`src/rtl/pipeline_hazard_ctrl.sv`:
```
// pipeline_hazard_ctrl
//   Sequencing controller for the non-forwarding 5-stage MIPS-lite core.
//   It keeps a three-slot scoreboard (EX/MEM/WB) of in-flight destination
//   registers. It stalls IF/ID on RAW hazards and flushes IF/ID when execute
//   reports a taken branch or jump. It also drains the pipe after HALT and
//   keeps saturating stall/flush counters.
// Ports
//   clock, reset             : clock; synchronous active-high reset
//   id_valid/src1/src2/...   : decode-stage instruction fields
//   id_halt                  : decode instruction is HALT
//   ex_taken                 : execute stage resolved a taken branch/jump
//   stall, flush, fetch_en   : pipeline control outputs
//   halted                   : core fully drained after HALT
//   stall_cnt, flush_cnt     : saturating performance counters
module pipeline_hazard_ctrl #(
  parameter int REG_WIDTH = 5,
  parameter int CNT_W     = 32,
  parameter int WB_BYPASS = 1
) (
  input  logic                 clock,
  input  logic                 reset,
  input  logic                 id_valid,
  input  logic [REG_WIDTH-1:0] id_src1,
  input  logic [REG_WIDTH-1:0] id_src2,
  input  logic                 id_uses_src2,
  input  logic [REG_WIDTH-1:0] id_dest,
  input  logic                 id_writes,
  input  logic                 id_halt,
  input  logic                 ex_taken,
  output logic                 stall,
  output logic                 flush,
  output logic                 fetch_en,
  output logic                 halted,
  output logic [CNT_W-1:0]     stall_cnt,
  output logic [CNT_W-1:0]     flush_cnt
);

  typedef struct packed {
    logic                 inst_v;
    logic                 wr_v;
    logic [REG_WIDTH-1:0] dest;
  } slot_t;

  typedef enum logic [1:0] {RUN, DRAIN, HALTED} state_t;

  state_t state, state_nxt;
  slot_t  ex_s, mem_s, wb_s, ex_nxt;
  logic   hazard, issue;

  // Register 0 is hardwired zero, so a source index of 0 never matches.
  function automatic logic hit(slot_t s, logic [REG_WIDTH-1:0] s1,
                               logic [REG_WIDTH-1:0] s2, logic use2);
    return s.wr_v && ((s1 != '0 && s.dest == s1) ||
                      (use2 && s2 != '0 && s.dest == s2));
  endfunction

  always_comb begin
    hazard = id_valid && (state == RUN) &&
             (hit(ex_s,  id_src1, id_src2, id_uses_src2) ||
              hit(mem_s, id_src1, id_src2, id_uses_src2) ||
              ((WB_BYPASS == 0) && hit(wb_s, id_src1, id_src2, id_uses_src2)));
    // A taken branch outranks the stall: the stalled instruction is on the
    // wrong path anyway.
    flush  = ex_taken && ex_s.inst_v && (state == RUN);
    stall  = hazard && !flush;
    issue  = id_valid && !stall && !flush && (state == RUN);
    ex_nxt.inst_v = issue;
    // HALT travels down the pipe as a non-writer.
    ex_nxt.wr_v   = issue && id_writes && !id_halt && (id_dest != '0);
    ex_nxt.dest   = id_dest;
  end

  always_comb begin
    state_nxt = state;
    fetch_en  = 1'b0;
    halted    = 1'b0;
    case (state)
      RUN: begin
        fetch_en = !stall;
        if (id_halt && issue) state_nxt = DRAIN;
      end
      DRAIN: begin
        // EX only receives bubbles here. When EX and MEM are empty now, all
        // three slots are empty after this edge, so halted rises together
        // with the pipe becoming empty.
        if (!ex_s.inst_v && !mem_s.inst_v) state_nxt = HALTED;
      end
      HALTED:  halted = 1'b1;
      default: state_nxt = RUN;
    endcase
  end

  always_ff @(posedge clock) begin
    if (reset) begin
      state     <= RUN;
      ex_s      <= '0;
      mem_s     <= '0;
      wb_s      <= '0;
      stall_cnt <= '0;
      flush_cnt <= '0;
    end else begin
      state <= state_nxt;
      ex_s  <= ex_nxt;
      mem_s <= ex_s;
      wb_s  <= mem_s;
      if (stall && stall_cnt != '1) stall_cnt <= stall_cnt + CNT_W'(1);
      if (flush && flush_cnt != '1) flush_cnt <= flush_cnt + CNT_W'(1);
    end
  end

endmodule

```
`config.mk`:
```
export PLATFORM = sky130hd
export DESIGN_NAME = pipeline_hazard_ctrl
export DESIGN_NICKNAME = d
export VERILOG_FILES = /design/src/rtl/pipeline_hazard_ctrl.sv
export SDC_FILE = /design/constraint.sdc
export NUM_CORES = 1
export LEC_CHECK = 0
export ABC_AREA = 1
export BUFFER_PORTS_ARGS = -buffer_cell sky130_fd_sc_hd__clkbuf_2
export CAP_MARGIN = 20
export CORE_ASPECT_RATIO = 1.2
export CORE_MARGIN = 3
export CORE_UTILIZATION = 55
export CTS_BUF_LIST = sky130_fd_sc_hd__clkbuf_8
export CTS_CLUSTER_SIZE = 8
export DETAILED_ROUTE_END_ITERATION = 10
export GPL_TIMING_DRIVEN = 0
export PLACE_DENSITY = 0.85
export REMOVE_ABC_BUFFERS = 1
export SLEW_MARGIN = 10
export SYNTH_ARGS = -nofsm -noshare
export SYNTH_HDL_FRONTEND = slang
export SYNTH_SLANG_ARGS = --single-unit
```
`constraint.sdc`:
```
create_clock -name clock -period 2.3 [get_ports clock]
set_input_delay 0.115 -clock clock [delete_from_list [all_inputs] [get_ports clock]]
set_output_delay 0.115 -clock clock [all_outputs]
set_load 0.05 [all_outputs]
```
==> metrics <==
I/O pin count=90; Die X=87.2 um; Reg area=0.00160 mm2; max incr delay on CP=420 ps; detailed-route via count=4604; first-pass GRT wire length=17300 um; # rows=34; antenna cell count=0; Crit path max-delay family=simple AND/OR/NAND/NOR gates; cell area after synthesis=0.00435 mm2; syn avg cell area=6.49 um2; Buf+Inv Stages, Crit Path=1; Num CTS Buffers=9; routed wire length=11000 um; wire per inst=12.7 um; WP data arrival=2400 ps; WP data required=2550 ps; largest net degree at the start of global routing=54; status=complete, no violations; CTS tree=done; worst-skew pair later-pin latency=350 ps; CTS sink cnt=80; area leader, netlist=dfxtp_1; CTS max path bufs=2; Die Y=103 um; Tmin final=2150 ps; footprint of the multi-input gates=0.00225 mm2; Final Util=69.2%; Synth cell types=35; clk slew on worst S/H paths=90 ps; GR Overflow Total=0; share of cells above drive strength 1=17.1%; Routed Antenna Nets=0; Total GRT Usage=23.5%; routability cong.=0.844; Total Power=2.76 mW; crit-path max FO=15; period utilisation layout=93.3%; Seq/Total Area, Yosys=36.8%; measured slew at the worst slew-check pin=740 ps; Worst setup SP type=register; CP endpoint kind=register; Pre-antenna DRT Iters=5; I/O Buffers=89; Iter 0 DRT Violations=252; vias in the first global route=4048; kind of critical path=register to register; Post-Layout Cell Count=864; Synth area leaders=dfxtp_1, nand2_1, nor2_1, inv_1, nand4_1; Die Area=0.00903 mm2; Final Hold Vio Count=0; # setup viols final=0; Yosys warnings=0; detailed-route DRC error count=0; initial antenna violation count=0; max-slew violations=0; nets=793; worst hold slack=22.3 ps; initial cell density of the core=58.2%; CTS H-tree depth=3; filler cell count=649; Max Clock Freq=466 MHz; max cap viols=0; Post-Route Skew=11.4 ps; Cells after DPL=836; worst vdd ir=0.484 mV; Slowest-stage cell, CP=dfxtp_1; worst min-delay path class=primary input to register; HPWL Detailed=7580 um; Layout Area Growth over Synthesis=18.9%; root buffer cell=clkbuf_8; Vias/cell=5.33; Slew Limit Headroom=50.6%; core region area=0.00749 mm2; Pleak=2.22 nW; #FFs+latches synth=80; PD cells=532 mW/mm2; Mapped Cells=671; worst-path cell chain=ha_1 > nand2_1 > nor2_4 > nand4_4 > nor2_4 > nand4_4 > nand3_2 > o21bai_1 > clkinv_1 > nor2_1; share of the synthesized area in the top cell type=36.8%
## metrics by stage
step                cell area (um2)  setup TNS (ps)  worst slack (ps)
floorplan                      4280            -284              -284
global placement               4830          -11840              -276
detailed placement             4840               0              48.6
CTS                            5110               0              42.9
global route                   5180           -21.4             -21.4
finish                         5180               0               154
## registers in the layout (all words and copies together) (netlist names)
| register | flops |
|---|---|
| flush_cnt | 32 |
| stall_cnt | 32 |
| ex_s | 7 |
| state | 2 |
| mem_s | 7 |
## power breakdown
part           switching, mW  internal, mW  leakage, nW
logic                  0.128        0.0675         1.46
clock network          0.511         0.635        0.112
registers             0.0136          1.40        0.647
## what timing repair did
action	CTS	global route
hold endpoints to repair	5	0
endpoints found under the setup margin	1	16
buffers inserted	0	5
resized for setup	1	3
pin swaps	0	2
gates cloned	0	2
hold buffers	5	0
## cells in the final DEF (no fill, tap or decap), drive strengths merged, types with 2 or more instances in the layout
cell and count:
nand2 136, nor2 133, inv 111, clkbuf 99, dfxtp 80, o21ai 37
nand3 34, nor3 29, nand4 29, a21oi 23, xor2 17, clkinv 9
o21bai 7, xnor2 6, dlygate4sd3 5, buf 5, nor3b 3, nand3b 2
ha 2, bufinv 2
## cell type report
cell class              instances  share of cell area (%)
clock inverters                 6                    1.59
repair buffers                 99                    10.6
inverters                     117                    8.55
multi-input cells             462                    43.5
well taps                      90                    2.17
clock buffers                  10                    2.66
flip-flops and latches         80                    30.9
## layer usage
metal / wire length, um / part of all wire [%] / vias up / GRT usage (%)
li1: - / - / 2306 / -
met1: 4650 / 42 / 2093 / 28.9
met2: 5280 / 48 / 182 / 40.7
met3: 866 / 7.9 / 23 / 4.91
met4: 212 / 1.9 / 0 / 8.50
met5: 0 / 0 / - / 0
## final timing paths
| kind | startpoint | endpoint | slack [ps] | cells after the start |
|---|---|---|---|---|
| worst min register to register | ex_s[5] | mem_s[5] | 420 | 2 |
| worst max-delay path | stall_cnt[0] | stall_cnt[13] | 150 | 10 |
| worst min-delay path | id_halt | state[0] | 20 | 3 |
| worst max register to register | stall_cnt[0] | stall_cnt[13] | 150 | 10 |
## cell usage after synthesis (all sizes together)
cell      n
a211oi    1
a21oi    23
a31oi     1
buf       8
clkbuf    6
clkinv    7
dfxtp    80
ha        2
inv     110
nand2   135
nand3    33
nand3b    2
nand4    29
nor2    133
nor3     29
nor3b     3
nor4      1
o21ai    37
o21bai    7
o311ai    1
xnor2     6
xor2     17
## cells by family (layout without fill, tap and decap cells)
group           after synthesis  count (layout)  share of synthesized area (%)
simple gates                365             367                           37.5
fa+ha+maj                     2               2                          0.575
buf+inv                     131             232                           11.9
flops                        80              80                           36.8
xor+xnor                     23              23                           4.63
compound gates               70              70                           8.62
## worst min-delay path, delay by kind of cell
| kind | cells | cell delay, ps |
|---|---|---|
| AOI/OAI and AO/OA | 1 | 50 |
| buffers and inverters | 1 | 90 |
| and+or+nand+nor | 1 | 60 |
No activity file was read; power rests on OpenSTA's default activity.
